$ cat config.mk
export PLATFORM = sky130hd
export DESIGN_NAME = div_clk_monitor
export DESIGN_NICKNAME = d
export VERILOG_FILES = /design/src/rtl/fmdll_pkg.sv /design/src/rtl/sync_edge_det.sv /design/src/rtl/div_clk_monitor.sv
export SDC_FILE = /design/constraint.sdc
export NUM_CORES = 1
export LEC_CHECK = 0
export CAP_MARGIN = 25
export CORE_UTILIZATION = 35
export DETAILED_ROUTE_END_ITERATION = 16
export GPL_TIMING_DRIVEN = 0
export SYNTH_ARGS = -nofsm -noshare
export SYNTH_HDL_FRONTEND = slang
export SYNTH_SLANG_ARGS = --single-unit
$ cat constraint.sdc
create_clock -name clk_ext -period 4.6 [get_ports clk_ext]
set_input_delay 0.46 -clock clk_ext [delete_from_list [all_inputs] [get_ports clk_ext]]
set_output_delay 0.46 -clock clk_ext [all_outputs]
set_load 0.03 [all_outputs]
$ cat src/rtl/fmdll_pkg.sv
// Shared FMDLL types and default constants for the divided-clock monitor.
package fmdll_pkg;

  localparam int unsigned DEF_CNT_W    = 8;
  localparam int unsigned DEF_LOCK_CNT = 4;
  localparam int unsigned DEF_TOL      = 1;

  typedef enum logic [1:0] {
    MON_IDLE    = 2'd0,
    MON_ARM     = 2'd1,
    MON_MEASURE = 2'd2
  } mon_state_e;

endpackage

$ cat src/rtl/sync_edge_det.sv
// Two-flop synchronizer plus history flop; flags a rising edge of an async input.
module sync_edge_det (
  input  logic clk,
  input  logic rst,
  input  logic d,
  output logic rise_c
);

  logic s1, s2, s3;

  always_ff @(posedge clk) begin
    if (rst) begin
      s1 <= 1'b0;
      s2 <= 1'b0;
      s3 <= 1'b0;
    end else begin
      s1 <= d;
      s2 <= s1;
      s3 <= s2;
    end
  end

  assign rise_c = s2 & ~s3;

endmodule

$ cat src/rtl/div_clk_monitor.sv
// Measures the period of a divided clock in clk_ext cycles, checks it against
// an expected value and tracks lock / loss of lock.
module div_clk_monitor
  import fmdll_pkg::*;
#(
  parameter int unsigned CNT_W    = DEF_CNT_W,
  parameter int unsigned LOCK_CNT = DEF_LOCK_CNT,
  parameter int unsigned TOL      = DEF_TOL
) (
  input  logic             clk_ext,
  input  logic             rst,
  input  logic             en,
  input  logic             div_in,
  input  logic [CNT_W-1:0] exp_period,
  output logic [CNT_W-1:0] period_out,
  output logic             period_valid,
  output logic             match,
  output logic             locked,
  output logic             lock_lost,
  output logic [7:0]       err_cnt
);

  localparam int unsigned       LC_W     = 4;
  localparam logic [CNT_W-1:0]  CNT_MAX  = '1;
  localparam logic [LC_W-1:0]   LOCK_TGT = LC_W'(LOCK_CNT);
  localparam logic [CNT_W:0]    TOL_X    = (CNT_W+1)'(TOL);
  localparam logic [7:0]        ERR_MAX  = 8'hFF;

  mon_state_e       state, state_nxt;
  logic [CNT_W-1:0] cnt, cnt_nxt;
  logic [LC_W-1:0]  mcnt, mcnt_nxt;
  logic             rise_c;
  logic             cmp_c, tmo_c, hit_c;
  logic [CNT_W-1:0] per_c;
  logic [CNT_W:0]   diff_c;

  sync_edge_det u_sync (
    .clk    (clk_ext),
    .rst    (rst),
    .d      (div_in),
    .rise_c (rise_c)
  );

  // An edge landing exactly at counter saturation reports all-ones rather than wrapping.
  assign per_c = (cnt == CNT_MAX) ? CNT_MAX : cnt + CNT_W'(1);

  // Next-state and measurement control
  always_comb begin
    state_nxt = state;
    cnt_nxt   = cnt;
    cmp_c     = 1'b0;
    tmo_c     = 1'b0;
    case (state)
      MON_IDLE: begin
        if (en) state_nxt = MON_ARM;
      end
      MON_ARM: begin
        if (rise_c) begin
          state_nxt = MON_MEASURE;
          cnt_nxt   = '0;
        end
      end
      MON_MEASURE: begin
        if (rise_c) begin
          cmp_c   = 1'b1;
          cnt_nxt = '0;
        end else if (cnt == CNT_MAX) begin
          cmp_c     = 1'b1;
          tmo_c     = 1'b1;
          cnt_nxt   = '0;
          state_nxt = MON_ARM;
        end else begin
          cnt_nxt = cnt + CNT_W'(1);
        end
      end
      default: state_nxt = MON_IDLE;
    endcase
    if (!en) begin
      state_nxt = MON_IDLE;
      cnt_nxt   = '0;
      cmp_c     = 1'b0;
      tmo_c     = 1'b0;
    end
  end

  // Absolute period error and lock counter update
  always_comb begin
    if (per_c >= exp_period) diff_c = {1'b0, per_c} - {1'b0, exp_period};
    else                     diff_c = {1'b0, exp_period} - {1'b0, per_c};
    hit_c    = ~tmo_c & (diff_c <= TOL_X);
    mcnt_nxt = mcnt;
    if (!en) begin
      mcnt_nxt = '0;
    end else if (cmp_c) begin
      if (!hit_c)                mcnt_nxt = '0;
      else if (mcnt != LOCK_TGT) mcnt_nxt = mcnt + LC_W'(1);
    end
  end

  always_ff @(posedge clk_ext) begin
    if (rst) begin
      state        <= MON_IDLE;
      cnt          <= '0;
      mcnt         <= '0;
      period_out   <= '0;
      period_valid <= 1'b0;
      match        <= 1'b0;
      locked       <= 1'b0;
      lock_lost    <= 1'b0;
      err_cnt      <= '0;
    end else begin
      state        <= state_nxt;
      cnt          <= cnt_nxt;
      mcnt         <= mcnt_nxt;
      locked       <= (mcnt_nxt == LOCK_TGT);
      period_valid <= cmp_c;
      lock_lost    <= cmp_c & ~hit_c & locked;
      if (cmp_c) begin
        period_out <= per_c;
        match      <= hit_c;
        if (!hit_c && err_cnt != ERR_MAX) err_cnt <= err_cnt + 8'd1;
      end
    end
  end

endmodule
==> results.toml <==
[placement]
gpl.final_weighted_congestion = 0.845
hpwlAfterDp_mm = 4.80
numPortBuffers = 31
placedInstanceArea_um2 = 3030

[sta]
worst_pin_slew_ns = 0.633
setup_viol_count_final = 0
finalSetupTns_ns = 0
hold_violations = 0
drv_slew = 0
setup_repair_after_global_routing_missed_its_margin = "false"
slew_headroom_pct = 57.6
fin_skew_ns = 0.00499
finalCritPeriodShare_pct = 91.0
final_period_minus_worst_setup_slack_ns = 4.18
max_clock_freq_ghz = 0.239

[worst_setup_path]
criticalPathCategory = "flip-flop to flip-flop"
crit_required_ns = 4.82
crit_path_top_delay_cell = "sky130_fd_sc_hd__dfxtp_1"
critical_path.max_fanout = 10
critPathArrivalTime_ns = 4.40
worst_path_largest_cell_delay_ns = 0.35
crit_chain = "ha_1, and2_1, nand4_1, inv_1, and3_1, nor2_1, inv_1, ha_1, and3b_1, a211oi_2, o22ai_1, mux2_4, a211oi_2, o211a_1, buf_6, buf_6, nand4b_1, a31oi_1"
worstSetupStartpointType = "flip-flop"
critical_path.endpoint_type = "flip-flop"

[drt]
iteration_0_drc_count_of_the_detailed_router = 69
drtPass1Iterations = 4
final_antenna_net_count = 0
dr_total_vias = 2415
routed_wl_mm = 6.25
wire_per_inst_um = 13.2
avgViaCountPerCell = 5.09
drt_drc_violations_left = 0

[synth]
synth-seq-area-share_pct = 28.6
synth.cell_area_um2 = 2590
ys_types = 51
synthMostInstantiatedCell = "sky130_fd_sc_hd__dfxtp_1"
yosys_most_used_dff = "sky130_fd_sc_hd__dfxtp_1"
post-synth-top-area-fraction_pct = 28.6
postSynthRegisterBits = 37
post_synth_edffs = 0
synth.area.top_cells = "sky130_fd_sc_hd__dfxtp_1 29%, sky130_fd_sc_hd__ha_1 9.6%, sky130_fd_sc_hd__a21oi_1 5.4%, sky130_fd_sc_hd__nor2_1 5.2%, sky130_fd_sc_hd__o21ai_0 3.5%"
synthesis.nets = 370
yosysWarningCount = 0
synth_top_area_cell = "sky130_fd_sc_hd__dfxtp_1"
ys_top_cells_by_count = "37 x sky130_fd_sc_hd__dfxtp_1, 36 x sky130_fd_sc_hd__nor2_1, 28 x sky130_fd_sc_hd__a21oi_1"
netlist_instances = 336
synth_area_per_cell_um2 = 7.72
postSynth.asyncResetShare_pct = 0

[layout]
finish.net_count = 408
antennaDiodeCount = 0
layout.cell_area.non_filler_um2 = 3160
proportion_of_layout_cells_with_a_drive_suffix_above_1_pct = 5.60
finish.utilization_pct = 43.7
synthToLayoutAreaGrowth_pct = 21.7

[clocking]
cts_buffers = 5
max-clock-path-buffers = 2
tritoncts = "yes"
post-cts-setup-buffers = 0
clockRootBuffer = "sky130_fd_sc_hd__clkbuf_8"
clock_insertion_delay_worst_skew_ns = 0.29
htree_levels = 2
tritoncts_num_sinks = 37
cts-hold-fix-buffers = 0
worst_setup_hold_path_clk_slew_ns = 0.08

[floorplan]
die_width_um = 88.1
floorplan.initialDensity_pct = 36.0
die_y_um = 88.1
core_area_um2 = 7210
fp-row-count = 31
ios = 32
design.die.area_um2 = 7760

[grt]
grt_pass1_vias = 2230
wire_length_of_the_first_global_routing_pass_mm = 10.5
pin_count_of_the_biggest_net_entering_global_routing = 13
track_usage_pct = 17.4
grt_antenna_before_repair = 0
grt_overflow_total = 0

[pwr]
total_power_uw = 690
switching_share_pct = 23.3
seq_power_share_pct = 46.7
intPower_uw = 530
combinationalPowerShare_pct = 10.2
peakVddDrop_mv = 0.137
total_leakage_power_nw = 1.19
share_of_power_burned_in_the_clock_network_pct = 43.0
switchingPower_uw = 161
p_per_area_nw_per_um2 = 219

[hold_path]
worstHoldPathType = "flip-flop to flip-flop"

[run_status]
status = "finished, final reports clean"

[job]
maxCapViolCount = 0
==> metal layers <==
metal,part of all wire [%],GRT usage [%],up-vias
met5,0,0,-
met3,2.5,3.20,5
met4,0.70,3.52,0
li1,-,-,1268
met1,53,24.1,1110
met2,44,28.3,32
==> path summary, 6_finish.rpt <==
path / start / end / slack, ns / depth (start not counted)
worst min register to register: u_sync.s1 / u_sync.s2 / 0.45 / 1
worst max register to register: cnt[0] / mcnt[3] / 0.42 / 18
worst min-delay path: u_sync.s1 / u_sync.s2 / 0.45 / 1
worst max-delay path: cnt[0] / mcnt[3] / 0.42 / 18
==> cell type report <==
cell class	instances	area [um^2]
inverter	24	90.1
sequential	37	741
multi-input combinational	260	1690
clock inverter	2	37.5
tap	99	124
buffer	15	82.6
clock buffer	6	82.6
timing repair buffer	31	310
fill	744	4060
==> power groups by stage <==
stage | Sequential, mW | Combinational, mW | Clock [mW]
after floorplan | 0.330 | 0.0465 | 0
after global placement | 0.330 | 0.0698 | 0
after detailed placement | 0.330 | 0.0698 | 0
after CTS | 0.323 | 0.0703 | 0.307
after global routing | 0.323 | 0.0784 | 0.319
final | 0.323 | 0.0706 | 0.297
==> per-stage QoR <==
stage          hold WS (ns)  cells  worst slack (ns)
3_3_place_gp          0.427    466             0.387
6_report              0.452    474             0.415
5_1_grt               0.483    474            0.0575
2_1_floorplan         0.414    336             0.954
4_1_cts               0.455    474             0.255
3_5_place_dp          0.438    466             0.290
==> cell families (layout without fill, tap and decap cells) <==
logic type | Yosys count | count (layout) | share of synthesized area [%]
multiplexers | 6 | 6 | 2.56
AND/OR/NAND/NOR | 139 | 139 | 27.4
buffers and inverters | 39 | 78 | 6.66
XOR/XNOR | 6 | 6 | 2.03
AO/OA/AOI/OAI | 87 | 87 | 21.7
adder cells (fa/ha/maj) | 22 | 22 | 11.2
flip-flops | 37 | 37 | 28.6
==> worst max-delay path: cells and delay by family (launching register included) <==
family | cells | cell delay (ns)
and+or+nand+nor | 6 | 1.18
AOI/OAI and AO/OA | 5 | 1.12
buffers and inverters | 4 | 0.56
adders and majority gates | 2 | 0.58
DFF | 1 | 0.35
muxes | 1 | 0.32
==> cells in the final DEF (no fill, tap or decap), drive strengths merged, types with 6 or more instances in the layout <==
cell type | Yosys | layout
nand3 | 15 | 15
a211oi | 12 | 12
nor2 | 36 | 36
buf | 7 | 7
clkdlybuf4s50 | 0 | 31
nor3 | 8 | 8
and3 | 7 | 7
nand4 | 6 | 6
clkbuf | 8 | 14
inv | 24 | 24
nand2b | 9 | 9
a21oi | 29 | 29
o21ai | 18 | 18
dfxtp | 37 | 37
nor2b | 10 | 10
ha | 20 | 20
nand2 | 24 | 24
==> state kept, by name, summed over array words and instances, names as in the netlist <==
register      flops
cnt               8
err_cnt           8
period_out        8
mcnt              4
state             2
lock_lost         1
locked            1
match             1
period_valid      1
u_sync.s1         1
u_sync.s2         1
u_sync.s3         1
==> timing repair <==
item,CTS,global route
resized for setup,0,3
hold endpoints to repair,0,0
setup endpoints to repair,0,10
Power figures use the tool's default switching activity.
